[src/rtl/uart_pkg.sv]
// Shared types and constants for the debug UART. The TX path imports this package as well.
package uart_pkg;

    localparam int DATA_BITS = 8;

    typedef enum logic [2:0] {
        ST_IDLE,
        ST_START,
        ST_DATA,
        ST_STOP,
        ST_BREAK
    } rx_state_e;

    // Integer clocks per bit period. Any remainder is dropped.
    function automatic int clks_per_bit(input int clk_rate, input int baud_rate);
        return clk_rate / baud_rate;
    endfunction

endpackage

[src/rtl/uart_rx_if.sv]
// Pull interface between the receive FIFO and the TAP packet parser.
interface uart_rx_if;
    import uart_pkg::*;

    logic                 re;
    logic [DATA_BITS-1:0] dout;
    logic                 rx_empty;
    logic                 rx_full;
    logic                 frame_err;
    logic                 overflow;
    logic                 err_clr;

    // Consumer side (the TAP parser).
    modport master (
        output re, err_clr,
        input  dout, rx_empty, rx_full, frame_err, overflow
    );

    // Producer side (the UART receiver).
    modport slave (
        input  re, err_clr,
        output dout, rx_empty, rx_full, frame_err, overflow
    );
endinterface

[src/rtl/uart_rx_fifo.sv]
// Small synchronous FIFO with a registered output. A push into a full FIFO is
// accepted only when a pop frees a slot in the same cycle. A pop from an empty
// FIFO is ignored. Storage is not reset; the pointers and count define the contents.
module uart_rx_fifo #(
    parameter int FIFO_DEPTH = 8,
    parameter int WIDTH      = 8
) (
    input  logic                          clk,
    input  logic                          rst,
    input  logic                          push,
    input  logic                          pop,
    input  logic [WIDTH-1:0]              din,
    output logic [WIDTH-1:0]              dout,
    output logic [$clog2(FIFO_DEPTH):0]   count
);
    localparam int AW = $clog2(FIFO_DEPTH);
    localparam int CW = AW + 1;

    if (FIFO_DEPTH < 2 || (1 << AW) != FIFO_DEPTH) begin : g_depth_chk
        $error("uart_rx_fifo: FIFO_DEPTH must be a power of two >= 2");
    end

    logic [WIDTH-1:0] mem [FIFO_DEPTH];
    logic [AW-1:0]    wr_ptr, rd_ptr;
    logic             pop_ok, push_ok;

    // The empty and full decisions use the count from before this cycle.
    assign pop_ok  = pop && (count != '0);
    assign push_ok = push && ((count != CW'(FIFO_DEPTH)) || pop_ok);

    // Storage write.
    always_ff @(posedge clk) begin
        if (push_ok) mem[wr_ptr] <= din;
    end

    // Pointers, occupancy count, and the registered head output.
    always_ff @(posedge clk or posedge rst) begin
        if (rst) begin
            wr_ptr <= '0;
            rd_ptr <= '0;
            count  <= '0;
            dout   <= '0;
        end else begin
            if (push_ok) wr_ptr <= wr_ptr + AW'(1);
            if (pop_ok) begin
                rd_ptr <= rd_ptr + AW'(1);
                dout   <= mem[rd_ptr];
            end
            case ({push_ok, pop_ok})
                2'b10:   count <= count + CW'(1);
                2'b01:   count <= count - CW'(1);
                default: count <= count;
            endcase
        end
    end
endmodule

[src/rtl/uart_rx.sv]
// 8N1 receiver with a 2-flop synchronizer, a mid-bit sampling FSM, a receive FIFO,
// and sticky framing-error and overflow flags.
module uart_rx
    import uart_pkg::*;
#(
    parameter int CLK_RATE   = 100000000,
    parameter int BAUD_RATE  = 3000000,
    parameter int FIFO_DEPTH = 8
) (
    input  logic      clk_i,
    input  logic      rst_i,
    input  logic      rx_i,
    uart_rx_if.slave  bus
);
    localparam int CPB = clks_per_bit(CLK_RATE, BAUD_RATE);
    localparam int CW  = $clog2(CPB) + 1;
    localparam logic [CW-1:0] HALF_LAST = CW'(CPB / 2 - 1);
    localparam logic [CW-1:0] BIT_LAST  = CW'(CPB - 1);

    if (CPB < 4) begin : g_cpb_chk
        $error("uart_rx: CLK_RATE / BAUD_RATE must be >= 4");
    end

    logic                        rx_meta, rx_s;
    rx_state_e                   state, state_n;
    logic [CW-1:0]               cnt, cnt_n;
    logic [2:0]                  idx, idx_n;
    logic [DATA_BITS-1:0]        shreg, shreg_n;
    logic                        push_set, ferr_set;
    logic                        push_q;
    logic [$clog2(FIFO_DEPTH):0] count;
    logic                        full;

    // Two-flop synchronizer. The flops reset to the idle line level.
    always_ff @(posedge clk_i or posedge rst_i) begin
        if (rst_i) begin
            rx_meta <= 1'b1;
            rx_s    <= 1'b1;
        end else begin
            rx_meta <= rx_i;
            rx_s    <= rx_meta;
        end
    end

    // FSM state, bit timing, and shift register.
    always_ff @(posedge clk_i or posedge rst_i) begin
        if (rst_i) begin
            state  <= ST_IDLE;
            cnt    <= '0;
            idx    <= '0;
            shreg  <= '0;
            push_q <= 1'b0;
        end else begin
            state  <= state_n;
            cnt    <= cnt_n;
            idx    <= idx_n;
            shreg  <= shreg_n;
            push_q <= push_set;
        end
    end

    // Next-state logic. The start bit is checked at half a bit period; data and stop
    // bits are sampled one full period after the previous sample, near the bit centre.
    always_comb begin
        state_n  = state;
        cnt_n    = cnt + CW'(1);
        idx_n    = idx;
        shreg_n  = shreg;
        push_set = 1'b0;
        ferr_set = 1'b0;
        case (state)
            ST_IDLE: begin
                cnt_n = '0;
                if (!rx_s) state_n = ST_START;
            end
            ST_START: begin
                if (cnt == HALF_LAST) begin
                    cnt_n = '0;
                    if (!rx_s) begin
                        state_n = ST_DATA;
                        idx_n   = '0;
                    end else begin
                        state_n = ST_IDLE;
                    end
                end
            end
            ST_DATA: begin
                if (cnt == BIT_LAST) begin
                    cnt_n          = '0;
                    shreg_n[idx]   = rx_s;
                    if (idx == 3'(DATA_BITS - 1)) state_n = ST_STOP;
                    else                          idx_n   = idx + 3'd1;
                end
            end
            ST_STOP: begin
                if (cnt == BIT_LAST) begin
                    cnt_n = '0;
                    if (rx_s) begin
                        push_set = 1'b1;
                        state_n  = ST_IDLE;
                    end else begin
                        ferr_set = 1'b1;
                        state_n  = ST_BREAK;
                    end
                end
            end
            ST_BREAK: begin
                cnt_n = '0;
                if (rx_s) state_n = ST_IDLE;
            end
            default: state_n = ST_IDLE;
        endcase
    end

    uart_rx_fifo #(
        .FIFO_DEPTH (FIFO_DEPTH),
        .WIDTH      (DATA_BITS)
    ) u_fifo (
        .clk   (clk_i),
        .rst   (rst_i),
        .push  (push_q),
        .pop   (bus.re),
        .din   (shreg),
        .dout  (bus.dout),
        .count (count)
    );

    assign full         = (count == ($clog2(FIFO_DEPTH) + 1)'(FIFO_DEPTH));
    assign bus.rx_empty = (count == '0);
    assign bus.rx_full  = full;

    // Sticky error flags. A set in the same cycle as a clear wins.
    always_ff @(posedge clk_i or posedge rst_i) begin
        if (rst_i) begin
            bus.frame_err <= 1'b0;
            bus.overflow  <= 1'b0;
        end else begin
            if (ferr_set)         bus.frame_err <= 1'b1;
            else if (bus.err_clr) bus.frame_err <= 1'b0;
            if (push_q && full && !bus.re) bus.overflow <= 1'b1;
            else if (bus.err_clr)          bus.overflow <= 1'b0;
        end
    end
endmodule
[src/flat_wrapper.sv]
// flat-port wrapper written by rule: the top's interface ports become plain ports
module uart_rx_flat import uart_pkg::*;
#(
    parameter int CLK_RATE   = 100000000,
    parameter int BAUD_RATE  = 3000000,
    parameter int FIFO_DEPTH = 8
)
  (clk_i, rst_i, rx_i, bus_re, bus_err_clr, bus_dout, bus_rx_empty, bus_rx_full, bus_frame_err, bus_overflow);
  uart_rx_if bus_i ();
  input  logic clk_i;
  input  logic rst_i;
  input  logic rx_i;
  input wire logic [$bits(bus_i.re)-1:0] bus_re;
  input wire logic [$bits(bus_i.err_clr)-1:0] bus_err_clr;
  output wire logic [$bits(bus_i.dout)-1:0] bus_dout;
  output wire logic [$bits(bus_i.rx_empty)-1:0] bus_rx_empty;
  output wire logic [$bits(bus_i.rx_full)-1:0] bus_rx_full;
  output wire logic [$bits(bus_i.frame_err)-1:0] bus_frame_err;
  output wire logic [$bits(bus_i.overflow)-1:0] bus_overflow;
  assign bus_i.re = bus_re;
  assign bus_i.err_clr = bus_err_clr;
  assign bus_dout = bus_i.dout;
  assign bus_rx_empty = bus_i.rx_empty;
  assign bus_rx_full = bus_i.rx_full;
  assign bus_frame_err = bus_i.frame_err;
  assign bus_overflow = bus_i.overflow;
  uart_rx #(.CLK_RATE(CLK_RATE), .BAUD_RATE(BAUD_RATE), .FIFO_DEPTH(FIFO_DEPTH)) u_core (.clk_i(clk_i), .rst_i(rst_i), .rx_i(rx_i), .bus(bus_i));
endmodule
[config.mk]
export PLATFORM = sky130hd
export DESIGN_NAME = uart_rx_flat
export DESIGN_NICKNAME = d
export VERILOG_FILES = /design/src/rtl/uart_pkg.sv /design/src/rtl/uart_rx_if.sv /design/src/rtl/uart_rx_fifo.sv /design/src/rtl/uart_rx.sv /design/src/flat_wrapper.sv
export SDC_FILE = /design/constraint.sdc
export NUM_CORES = 1
export LEC_CHECK = 0
export CORE_MARGIN = 1.5
export CORE_UTILIZATION = 50
export CTS_CLUSTER_DIAMETER = 150
export DETAILED_ROUTE_END_ITERATION = 16
export PLACE_DENSITY = 0.67
export SKIP_CTS_REPAIR_TIMING = 1
export SYNTH_ARGS = -nofsm -noshare
export SYNTH_HDL_FRONTEND = slang
export SYNTH_SLANG_ARGS = --single-unit
[constraint.sdc]
create_clock -name clk_i -period 3.5 [get_ports clk_i]
set_clock_uncertainty 0.2 [all_clocks]
set_input_delay 1.05 -clock clk_i [delete_from_list [all_inputs] [get_ports clk_i]]
set_output_delay 1.05 -clock clk_i [all_outputs]
set_load 0.02 [all_outputs]
=== Yosys cells after proc, flatten, opt, wreduce, memory -nomap -nowiden ===
Memories as Yosys holds them, arrays and structs flattened. A register that Yosys moved wholly into a read port is not among the register bits.
Cells that the tools add are included.

* $add $sub $neg: 6
* $lt $le $gt $ge: 2
* Equality and inequality tests: 19
* Mux-type cells: 32
* Reductions and logical operators: 19

{| class="wikitable"
|+ Operators with widths
! cell !! count
|-
| two-way mux 3 bit || 11
|-
| one-hot mux 7 bit (3 select lines) || 1
|-
| one-hot mux 3 bit (5 select lines) || 1
|-
| two-way mux 7 bit || 2
|-
| two-way mux 1 bit || 12
|-
| inequality test 2 x 1 -> 1 bit (second input constant) || 5
|-
| adder 3 x 1 -> 3 bit (second input constant) || 3
|-
| bitwise mux 8 bit || 1
|-
| one-hot mux 4 bit (2 select lines) || 1
|-
| nonzero test 2 bit || 4
|-
| adder 7 x 1 -> 7 bit (second input constant) || 1
|-
| == test 7 x 4 -> 1 bit (second input constant) || 1
|-
| == test 7 x 6 -> 1 bit (second input constant) || 1
|-
| == test 3 x 2 -> 1 bit (second input constant) || 2
|-
| == test 3 bit (second input constant) || 2
|-
| inequality test 2 bit (second input constant) || 3
|-
| one-hot mux 3 bit (2 select lines) || 1
|-
| AND reduction 6 bit || 1
|-
| logical AND 1 bit || 5
|-
| AND reduction 5 bit || 1
|-
| adder 4 x 1 -> 4 bit (second input constant) || 1
|-
| == test 4 bit (second input constant) || 1
|-
| zero test 4 bit || 1
|-
| < comparator 3 x 4 -> 1 bit (second input constant) || 1
|-
| 14 further kinds || 15
|}

* Bits in registers: 36
* RAM bits: 64
* Input port bits: 5
* Output and inout port bits: 12
* Word-level logic and storage cells: 91
* Memories: 1

{| class="wikitable"
|+ Memory list
! memory !! depth !! bits a word !! read ports !! clocked after Yosys merged registers in !! write ports !! line !! RTL
|-
| u_core.u_fifo.mem || 8 || 8 || 1 || 1 || 1 || uart_rx_fifo.sv:23 || <nowiki>logic [WIDTH-1:0] mem [FIFO_DEPTH];</nowiki>
|}

=== Logic depth before layout (Yosys ltp) ===
* Depth after elaboration: 6
* Mapped depth: 10
* Mapped depth without buffers: 9

=== By module ===
From an unflattened synthesis, not the netlist that was laid out.

* Cells, all modules: 316
* Area total of the unflattened synthesis: 4595.7 µm²

{| class="wikitable"
|+ Modules (own cells, without submodules)
! module !! instances !! cells each !! area an instance (µm²) !! sequential area each (µm²)
|-
| uart_rx_fifo || 1 || 209 || 3372.0 || 2372.3
|-
| uart_rx || 1 || 107 || 1223.7 || 653.1
|}

=== Worst setup path after synthesis ===
OpenSTA, ideal clock, no wires.

* Path type: input to register
* From: in bus_re
* To: mem u_core.u_fifo.mem[0][0] (enable)
* Setup time: 0.383 ns
* Arrival: 2.055 ns
* Data required time: 2.917 ns
* Path slack: 0.862 ns
* Stages on the path: 4
* Buffers on the path: 0
* Cells stage by stage: nand2b_1 o21a_1 nand2b_1 nor3_1

* Word-level cells in the longest chain between the ends: 5

{| class="wikitable"
|+ RTL lines
! element !! line !! RTL
|-
| from (decl) || flat_wrapper.sv:13 || <nowiki>input wire logic [$bits(bus_i.re)-1:0] bus_re;</nowiki>
|-
| logical AND 1 bit || uart_rx_fifo.sv:28 || <nowiki>assign pop_ok = pop && (count != '0);</nowiki>
|-
| logical OR 1 bit || uart_rx_fifo.sv:29 || <nowiki>assign push_ok = push && ((count != CW'(FIFO_DEPTH)) || pop_ok);</nowiki>
|-
| logical AND 1 bit || uart_rx_fifo.sv:29 ||
|-
| two-way mux 1 bit || uart_rx_fifo.sv:33 || <nowiki>if (push_ok) mem[wr_ptr] <= din;</nowiki>
|-
| two-way mux 1 bit (implied by the code) || uart_rx_fifo.sv:33 ||
|-
| to (decl) || uart_rx_fifo.sv:23 ||
|}

No other way between the ends.

=== Final worst setup path ===
* From: reg u_core.u_fifo.count[1]
* To: out bus_rx_empty

* Word-level cells in the longest chain between the ends: 1

{| class="wikitable"
|+ RTL lines
! element !! line !! RTL
|-
| from (decl) || uart_rx_fifo.sv:14 || <nowiki>output logic [$clog2(FIFO_DEPTH):0] count</nowiki>
|-
| from (signal assigned) || uart_rx_fifo.sv:50 || <nowiki>2'b10: count <= count + CW'(1);</nowiki>
|-
| from (signal assigned) || uart_rx_fifo.sv:51 || <nowiki>2'b01: count <= count - CW'(1);</nowiki>
|-
| from (signal assigned) || uart_rx_fifo.sv:52 || <nowiki>default: count <= count;</nowiki>
|-
| zero test 4 bit || uart_rx.sv:129 || <nowiki>assign bus.rx_empty = (count == '0);</nowiki>
|-
| to (decl) || flat_wrapper.sv:16 || <nowiki>output wire logic [$bits(bus_i.rx_empty)-1:0] bus_rx_empty;</nowiki>
|}

No other way between the ends.

==> metrics.md <==
| Metric | Value |
|---|---|
| HP Class | `reg -> reg` |
| Layout cell share with drive strength beyond 1 | `around 18%` |
| Pleak | `1.95 nW` |
| Multi-input gate area | `approximately 1500 um2` |
| Status | `finished clean` |
| Fin. max-slew vios | `0` |
| Starting Density | `a little over half` |
| Fmax | `305 MHz` |
| Cell family with most CP delay | `simple AND/OR/NAND/NOR gates` |
| Synth-to-Final Area Change | `11.5%` |
| Worst-path cell chain | `or3_1, nor2_1, clkdlybuf4s50_1` |
| Reg2Reg Depth | `9` |
| R2R Path Start | `u_core.u_fifo.count[1]` |
| WP buf/inv | `1` |
| Number of fill cells | `682` |
| Die area | `9790 um2` |
| Number of H-tree levels | `3` |
| Post-route insts no fill | `450` |
| CP max stage cell | `clkdlybuf4s50_1` |
| Yosys top cell area share | `between 40% and 50%` |
| Io pins | `17` |
| Register area share after synthesis | `around two thirds` |
| DR vias | `around 2,500` |
| Die Y | `slightly below 100 um` |
| Period utilization | `between 90% and 100%` |
| Largest cells by area after synthesis | `edfxtp_1, dfrtp_1, mux4_2` |
| WHS Path Cells | `0` |
| Critical path arrival | `roughly 2 ns` |
| Avg Inst Size Synth | `14.7 um2` |
| Site Rows | `34` |
| Final Setup Violations | `0` |
| Critical Path End Type | `primary output` |
| All-Layer GR Usage | `16.0%` |
| Largest net degree at the start of global routing | `45` |
| Design Area, Final | `5130 um2` |
| Global route overflow | `0` |
| Setup tns final | `0 ns` |
| Vias per std cell | `roughly 5.5` |
| WL final | `7.00 mm` |
| Post-synth EDFFs | `64` |
| Worst-Skew Late Latency | `0.36 ns` |
| Max-cap viol count | `0` |
| Worst VDD drop | `about 310 uV` |
| RSZ-0062 raised after global routing | `no` |
| Placed cell area | `around 5000 um2` |
| Post-synth cell types | `48` |
| Root Buffer | `clkbuf_8` |
| GP Congestion | `a little over 0.8` |
| CTS tree | `done` |
| Clk sink count | `about 110` |
| Critical-path maximum fanout | `7` |
| Critical path depth in cells | `3` |
| Hold Crit Endpoint | `u_core.rx_s` |
| FF+latch count, synth | `roughly 110` |
| First-pass detailed-route iteration total | `4` |
| YS warnings | `0` |
| Ys flop type | `edfxtp_1` |
| Vias in the first global route | `approximately 2,400` |
| Remaining DRCs | `0` |
| Min cycle time layout | `between 3 and 4 ns` |
| Hold Crit Start | `u_core.rx_meta` |
| CP required | `between 2 and 2.5 ns` |
| Initial antenna violation count | `0` |
| Clk slew on worst S/H paths | `roughly 0.10 ns` |
| Cells after DPL | `roughly 430` |
| Synthesized Nets | `327` |
| I/O Buffers | `16` |
| Core region area | `approximately 8800 um2` |
| Num CTS Buffers | `9` |
| Final #Nets | `around 350` |
| N_diodes | `0` |
| First-pass GRT wire length | `around 12 mm` |
| CP peak stage delay | `roughly 0.61 ns` |
| Sequential cell area | `3030 um2` |
| Largest area contributor in the netlist | `edfxtp_1` |
| WL/cell | `15.5 um` |
| Final HPWL DP | `4.76 mm` |
| DR iter-0 viols | `96` |
| Die W | `approximately 99 um` |
| Slew margin rel. | `around half` |
| Capture point of the worst reg-to-reg path | `u_core.u_fifo.count[3]` |
| Leading cell types by count after synthesis | `edfxtp_1, dfrtp_1, nand2_1` |
| Final Hold Viols | `0` |
| PwrDens | `660 nW/um2` |
| Final hold slack | `0.162 ns` |
| Worst Tran Pin Value | `slightly below 0.8 ns` |
| Most common cell in the netlist | `edfxtp_1` |
| Post-Syn Area | `approximately 4600 um2` |
| Bufs on Longest Clock Path | `2` |
| Worst setup SP type | `register` |
| Fin util | `a little under 60%` |
| Async set-reset flop share out of synthesis | `between 40% and 50%` |
| Crit Path Class | `reg -> out` |
| Final ANT Viol Nets | `0` |
| Reg-to-reg slack, setup | `just under 0.9 ns` |
| Cells after synthesis | `roughly 310` |
[flip-flops by register name, indices dropped and copies added, names as in the netlist]
name,flops
u_core.u_fifo.dout,8
u_core.bus.frame_err,1
u_core.state,3
u_core.rx_meta,1
u_core.u_fifo.count,4
u_core.u_fifo.wr_ptr,3
u_core.rx_s,1
u_core.shreg,8
u_core.push_q,1
u_core.bus.overflow,1
u_core.cnt,7
u_core.u_fifo.rd_ptr,3
u_core.idx,3
u_core.u_fifo.mem,64
[where the power goes]
group | internal [W] | leakage [nW] | total [W] | switching [W]
clock network | 0.000395 | 0.115 | 0.000793 | 0.000399
logic | 0.000490 | 0.690 | 0.000925 | 0.000435
registers | 0.00147 | 1.15 | 0.00167 | 0.000193
[cells in the final DEF (no fill, tap or decap), drive strengths merged, types with 3 or more instances in the layout]
cell type,count
o21ai,14
nand2b,7
mux2,10
xor2,3
o22ai,4
mux2i,10
nand2,25
and3,3
nor2b,5
nor4b,3
clkbuf,11
mux4,16
inv,13
and2,5
clkdlybuf4s50,16
nor3,5
nor2,21
xnor2,6
edfxtp,64
or3,3
nand3,7
nand4,3
a21oi,4
dfrtp,42
buf,10
ha,8
[per-stage QoR]
step                      setup WS, ns  power, W
after global routing             0.101   0.00360
final                            0.216   0.00339
after CTS                        0.175   0.00343
after global placement           0.338   0.00262
after floorplan                  0.862   0.00239
after detailed placement         0.266   0.00264
[worst max-delay path by stage]
stage	endpoint	from
2_1_floorplan	u_core.u_fifo.mem[0][0]	bus_re
3_3_place_gp	u_core.u_fifo.count[1]	bus_re
3_5_place_dp	u_core.u_fifo.count[3]	bus_re
4_1_cts	bus_rx_empty	u_core.u_fifo.count[1]
5_1_grt	bus_rx_empty	u_core.u_fifo.count[1]
6_report	bus_rx_empty	u_core.u_fifo.count[1]
[layout make-up]
class	count	area share, %
sequential	108	59.0
clock inverter	5	1.07
multi-input combinational	181	28.8
timing repair buffer	26	4.58
inverter	11	0.805
tap	108	2.63
clock buffer	11	3.17
[kinds of logic after synthesis]
group,synth area share [%]
AO/OA/AOI/OAI,4.51
XOR/XNOR,1.71
adder cells (fa/ha/maj),2.61
buffers and inverters,2.20
flip-flops,65.7
multiplexers,12.6
AND/OR/NAND/NOR,10.6
[per-layer routing]
metal	vias to the layer above	wire length [um]	global-route usage, %
li1	1206	-	-
met1	1226	3330	22.0
met2	43	3340	25.4
met3	8	265	4.68
met4	0	67	3.96
met5	-	0	0
[worst register-to-register path, stage by stage (launching register included)]
cell      delay [ns]
dfrtp_1         0.45
or3_1           0.50
o21a_1          0.25
nand2b_1        0.11
inv_1           0.07
ha_1            0.33
nand3_1         0.13
and2_1          0.17
or2_2           0.27
o211ai_1        0.08
(Power assumes the default switching activity.)
